## src/rtl/tmod_pkg.sv

```systemverilog
// Shared opcode, status and state definitions for the temperature-module master.
package tmod_pkg;

    typedef enum logic [3:0] {
        OP_RESET         = 4'd0,
        OP_SET_LOW_TEMP  = 4'd1,
        OP_SET_HIGH_TEMP = 4'd2,
        OP_SET_MODE      = 4'd3,
        OP_OUT_TEMP      = 4'd4,
        OP_OUT_MIN       = 4'd5,
        OP_OUT_MAX       = 4'd6,
        OP_OUT_AVG       = 4'd7,
        OP_NOOP          = 4'd8
    } tmod_op_e;

    // 2'b11 is not named and is treated as OK by every consumer.
    typedef enum logic [1:0] {
        STATUS_OK   = 2'b00,
        STATUS_HIGH = 2'b01,
        STATUS_LOW  = 2'b10
    } tmod_status_e;

    typedef enum logic [1:0] {
        S_IDLE,
        S_ISSUE,
        S_WAIT_RSP,
        S_DONE
    } tmod_state_e;

    // Opcodes 4..7 return data; 0..3 are writes and 8..15 behave as NOOP.
    function automatic logic is_read_op(input logic [3:0] op);
        return op[3:2] == 2'b01;
    endfunction

endpackage

```

## src/rtl/tmod_alarm_filter.sv

```systemverilog
// Debounces one alarm condition: the alarm toggles only after ALARM_CNT
// consecutive cycles in which the condition disagrees with it.
module tmod_alarm_filter #(
    parameter int ALARM_CNT = 4
) (
    input  logic clk,
    input  logic reset,
    input  logic cond,
    output logic alarm
);

    localparam logic [3:0] CNT_LAST = 4'(ALARM_CNT - 1);

    logic [3:0] cnt_q;
    logic       alarm_q;

    // NOTE: non-blocking assignments so every register samples pre-edge values.
    always_ff @(posedge clk or posedge reset) begin
        if (reset) begin
            cnt_q   <= 4'd0;
            alarm_q <= 1'b0;
        end else if (cond == alarm_q) begin
            cnt_q <= 4'd0;
        end else if (cnt_q == CNT_LAST) begin
            alarm_q <= ~alarm_q;
            cnt_q   <= 4'd0;
        end else if (cnt_q != 4'hF) begin
            cnt_q <= cnt_q + 4'd1;
        end
    end

    assign alarm = alarm_q;

endmodule

```

## src/rtl/tmod_master.sv

```systemverilog
// Command master for the temperature slave: one command in flight, bounded
// waits with timeout, plus continuously filtered high/low alarms.
module tmod_master
    import tmod_pkg::*;
#(
    parameter int TIMEOUT   = 16,
    parameter int ALARM_CNT = 4
) (
    input  logic       clk,
    input  logic       reset,
    input  logic       req_valid,
    output logic       req_ready,
    input  logic [3:0] req_op,
    input  logic [7:0] req_opnd,
    output logic       rsp_valid,
    output logic [7:0] rsp_data,
    output logic       rsp_err,
    output logic [3:0] bus_op,
    output logic [7:0] bus_opnd,
    input  logic       bus_ready,
    input  logic       bus_valid,
    input  logic [7:0] bus_data,
    input  logic [1:0] bus_status,
    output logic       alarm_high,
    output logic       alarm_low
);

    localparam logic [7:0] WAIT_LAST = 8'(TIMEOUT - 1);

    tmod_state_e state_q;
    logic        req_ready_q;
    logic        rsp_valid_q;
    logic [7:0]  rsp_data_q;
    logic        rsp_err_q;
    logic [3:0]  bus_op_q;
    logic [7:0]  bus_opnd_q;
    logic [7:0]  wait_cnt_q;

    // bus_op/bus_opnd double as the captured command while in ISSUE.
    always_ff @(posedge clk or posedge reset) begin
        if (reset) begin
            state_q     <= S_IDLE;
            req_ready_q <= 1'b1;
            rsp_valid_q <= 1'b0;
            rsp_data_q  <= 8'd0;
            rsp_err_q   <= 1'b0;
            bus_op_q    <= OP_NOOP;
            bus_opnd_q  <= 8'd0;
            wait_cnt_q  <= 8'd0;
        end else begin
            rsp_valid_q <= 1'b0;
            case (state_q)
                S_IDLE: begin
                    if (req_valid && req_ready_q) begin
                        bus_op_q    <= req_op;
                        bus_opnd_q  <= req_opnd;
                        req_ready_q <= 1'b0;
                        rsp_data_q  <= 8'd0;
                        rsp_err_q   <= 1'b0;
                        wait_cnt_q  <= 8'd0;
                        state_q     <= S_ISSUE;
                    end
                end
                S_ISSUE: begin
                    if (bus_ready) begin
                        bus_op_q   <= OP_NOOP;
                        bus_opnd_q <= 8'd0;
                        wait_cnt_q <= 8'd0;
                        if (is_read_op(bus_op_q)) begin
                            state_q <= S_WAIT_RSP;
                        end else begin
                            rsp_valid_q <= 1'b1;
                            state_q     <= S_DONE;
                        end
                    end else if (wait_cnt_q == WAIT_LAST) begin
                        bus_op_q    <= OP_NOOP;
                        bus_opnd_q  <= 8'd0;
                        rsp_err_q   <= 1'b1;
                        rsp_valid_q <= 1'b1;
                        state_q     <= S_DONE;
                    end else begin
                        wait_cnt_q <= wait_cnt_q + 8'd1;
                    end
                end
                S_WAIT_RSP: begin
                    if (bus_valid) begin
                        rsp_data_q  <= bus_data;
                        rsp_valid_q <= 1'b1;
                        state_q     <= S_DONE;
                    end else if (wait_cnt_q == WAIT_LAST) begin
                        rsp_err_q   <= 1'b1;
                        rsp_valid_q <= 1'b1;
                        state_q     <= S_DONE;
                    end else begin
                        wait_cnt_q <= wait_cnt_q + 8'd1;
                    end
                end
                S_DONE: begin
                    req_ready_q <= 1'b1;
                    state_q     <= S_IDLE;
                end
                default: begin
                    state_q <= S_IDLE;
                end
            endcase
        end
    end

    assign req_ready = req_ready_q;
    assign rsp_valid = rsp_valid_q;
    assign rsp_data  = rsp_data_q;
    assign rsp_err   = rsp_err_q;
    assign bus_op    = bus_op_q;
    assign bus_opnd  = bus_opnd_q;

    logic cond_high;
    logic cond_low;

    assign cond_high = (bus_status == STATUS_HIGH);
    assign cond_low  = (bus_status == STATUS_LOW);

    tmod_alarm_filter #(.ALARM_CNT(ALARM_CNT)) u_alarm_high (
        .clk   (clk),
        .reset (reset),
        .cond  (cond_high),
        .alarm (alarm_high)
    );

    tmod_alarm_filter #(.ALARM_CNT(ALARM_CNT)) u_alarm_low (
        .clk   (clk),
        .reset (reset),
        .cond  (cond_low),
        .alarm (alarm_low)
    );

endmodule

```

## config.mk

```make
export PLATFORM = sky130hd
export DESIGN_NAME = tmod_master
export DESIGN_NICKNAME = d
export VERILOG_FILES = /design/src/rtl/tmod_pkg.sv /design/src/rtl/tmod_alarm_filter.sv /design/src/rtl/tmod_master.sv
export SDC_FILE = /design/constraint.sdc
export NUM_CORES = 1
export LEC_CHECK = 0
export CORE_MARGIN = 3
export CORE_UTILIZATION = 50
export CTS_BUF_LIST = sky130_fd_sc_hd__clkbuf_8
export CTS_CLUSTER_DIAMETER = 200
export DETAILED_ROUTE_END_ITERATION = 8
export GPL_TIMING_DRIVEN = 0
export HOLD_SLACK_MARGIN = 0.06
export PLACE_DENSITY = 0.81
export RECOVER_POWER = 25
export SYNTH_ARGS = -nofsm -noshare
export SYNTH_HDL_FRONTEND = slang
export SYNTH_SLANG_ARGS = --single-unit
```

## constraint.sdc

```tcl
create_clock -name clk -period 3 [get_ports clk]
set_input_delay 0.75 -clock clk [delete_from_list [all_inputs] [get_ports clk]]
set_output_delay 0.75 -clock clk [all_outputs]
set_load 0.01 [all_outputs]
```

==> impl_metrics.yaml <==
outcome:
  outcome: "finished with violations"
  violations: "max-capacitance violations, max-slew violations"
routing:
  wl_per_cell_um: 14.06
  initialDrtViolationCount: 126
  vias: 1700
  routed_wl_um: 4316
  postRouteAntennaNets: 0
  drc_errors: 0
  dr.pass1.iters: 5
  viasPerCell: 5.537
power_and_ir_drop:
  p_per_area_nw_per_um2: 919.3
  ir_drop_v: 0.0005063
  power_leakage_nw: 1.275
  total_power_mw: 2.539
logic_synthesis:
  yosysTopAreaCellShare_pct: 48.87
  synth-async-reset-ratio_pct: 100.0
  synth_flop_cell: "dfrtp_1"
  synth_nets: 235
  ys_top_cells_by_area: "dfrtp_1 49%, a22o_1 5.8%, ha_1 4.8%"
  ys_seq_elements: 43
  synth_edf_count: 0
  synth_area_per_cell_um2: 10.50
  synth_cell_types: 39
  synth_top_area_cell: "dfrtp_1"
  netlist_instances: 200
  yosys_warnings: 0
  synth_sequential_area_ratio_pct: 51.37
  synth_area_um2: 2100
global_routing:
  grt_max_degree: 44
  grt_pass1_wl_um: 7569
  antenna_found_initial: 0
  grt_pass1_vias: 1735
  grt_usage_pct: 18.51
  grt_overflow: 0
clock_tree:
  cts_tree: "built"
  ctsResizeCount: 0
  cts_hold_buf: 0
  cts_setup_buffers: 0
  clkLatencyLatePin_ns: 0.29
  cts_max_path_buffers: 2
  clockRootBuffer: "clkbuf_8"
  cts_num_sinks: 43
  cts.htree.levels: 2
  clk_pin_slew_ns: 0.07
  cts_made_buffers: 5
finish:
  n_antenna_cell: 0
  layout_common_cells: "48 x clkdlybuf4s50_1, 41 x dfrtp_1, 16 x nor2_1"
  final_cell_area_um2: 2761
  final_common_cell: "clkdlybuf4s50_1"
  nFillCells: 304
  nNetsFinal: 293
  layout-drive-gt1-share_pct: 7.336
  layout.cells.non_filler: 307
  area_delta_synth_final_pct: 31.53
setup_path:
  crit_buf_inv: 1
  critPathSlowestCell: "dlygate4sd3_1"
  crit_chain: "dlygate4sd3_1 > a21boi_1 > a211oi_2 > and3_1 > mux2_2"
  rr_endpoint: "rsp_data[4]"
  crit_fanout: 9
  crit_arrival_ns: 2.54
  start_kind: "input port"
  worst-r2r-setup-slack_ns: 0.76
  cp-end-kind: "register"
  cp.depth: 5
  path_class: "in2reg"
  cp.required_ns: 3.18
  r2r-start: "state_q[0]"
  r2r_cells: 7
  worst_path_dominant_cell_family: "compound AO/OA/AOI/OAI gates"
  crit_path_max_incr_delay_ns: 0.57
timing:
  finalCritPeriodShare_pct: 78.85
  hold_viol_final: 0
  fin_crit_ns: 2.365
  skew_ns: 0.004984
  finalSetupViolCount: 0
  rsz0062_at_grt: "no"
  slew_violations: 44
  whs_ns: 0.4777
  fin_setup_tns_ns: 0
  fmax_mhz: 422.8
  tightest_slew_ns: 1.556
  relSlewSlack_pct: -3.880
place:
  placed_cell_area_um2: 2670
  port_buffers: 51
  gp_congestion: 0.7681
  hpwl_um: 3113
  dpl.cell_count: 299
floorplan:
  die_h_um: 70.80
  core_area_um2: 3854
  die_w_um: 70.80
  top_level_ports: 52
  row_count: 22
  start_util_pct: 54.48
  die-area_um2: 5013
hold_path:
  hold_end: "bus_op[3]"
  hp-start: "bus_op[3]"
  worstHoldPathCells: 2
  min_path_type: "reg2reg"
run:
  maxCapViolCount: 1
==> cells in the mapped netlist, types with 2 or more instances <==
master	count
a31oi_1	2
nand2_1	14
nor3b_1	6
o22a_1	2
dfrtp_1	41
a21oi_1	12
and3_1	3
ha_1	8
nor2b_1	4
a211o_1	2
mux2_2	3
o21ai_0	15
a22o_1	14
xnor2_1	2
nor2_1	16
nor3_1	2
a21o_1	2
dfstp_2	2
nand2b_1	2
clkbuf_1	5
a31o_2	3
nand3_1	14
inv_1	6
mux2i_1	5
==> state kept, by name, summed over array words and instances (netlist names) <==
name	count
bus_opnd	8
rsp_data	8
wait_cnt_q	8
bus_op	4
u_alarm_high.cnt_q	4
u_alarm_low.cnt_q	4
state_q	2
req_ready	1
rsp_err	1
rsp_valid	1
u_alarm_high.alarm	1
u_alarm_low.alarm	1
==> worst max path at each step <==
| stage | from | endpoint | slack (ns) |
|---|---|---|---|
| floorplan | state_q[0] | wait_cnt_q[0] | 1.13 |
| global placement | reset | bus_opnd[7] | 0.39 |
| detailed placement | req_valid | wait_cnt_q[0] | 0.44 |
| CTS | state_q[0] | rsp_data[3] | 0.72 |
| global route | reset | bus_opnd[0] | 0.31 |
| finish | req_valid | wait_cnt_q[0] | 0.63 |
==> worst min-delay path, delay by kind of cell (launching register included) <==
family	cells	cell delay [ns]
AO/OA/AOI/OAI	1	0.05
buffers and inverters	1	0.05
flip-flops	1	0.38
==> per-layer routing <==
metal	wire length [um]	global-route usage (%)	share of wire (%)	vias up
li1	-	-	-	845
met1	2021	24.29	47	802
met2	1984	30.07	46	53
met3	309	6.250	7.2	0
met4	0	3.758	0	0
met5	0	0	0	-
==> final cells by class <==
type                            count  area (um^2)  share of cell area, %
Timing Repair Buffer               51        510.5                  18.49
Buffer                              6        30.03                  1.087
Tap cell                           48        60.06                  2.175
Clock buffer                        6        82.58                  2.990
Inverter                            6        22.52                 0.8156
Multi-Input combinational cell    145        968.4                  35.07
Clock inverter                      2        8.758                 0.3172
Sequential cell                    43         1079                  39.06
==> kinds of logic (layout without fill, tap and decap cells) <==
family	after synthesis	in the layout	synth area share, %
multiplexers	8	8	3.993
XOR/XNOR	2	2	0.8345
adder cells (fa/ha/maj)	8	8	4.768
buffers and inverters	12	71	2.503
AND/OR/NAND/NOR	66	66	16.45
flip-flops	43	43	51.37
AO/OA/AOI/OAI	61	61	20.08
==> metrics by stage <==
step	util (%)	worst slack, ns
6_report	71.66	0.6346
5_1_grt	71.66	0.3060
4_1_cts	71.66	0.7209
3_5_place_dp	69.29	0.4371
3_3_place_gp	69.29	0.3871
2_1_floorplan	-	1.130
==> where the power goes <==
part	switching [mW]	internal, mW
Combinational	0.616	0.626
Sequential	0.143	0.786
Clock	0.185	0.182
Note: power is estimated with default switching activity, not from simulation.
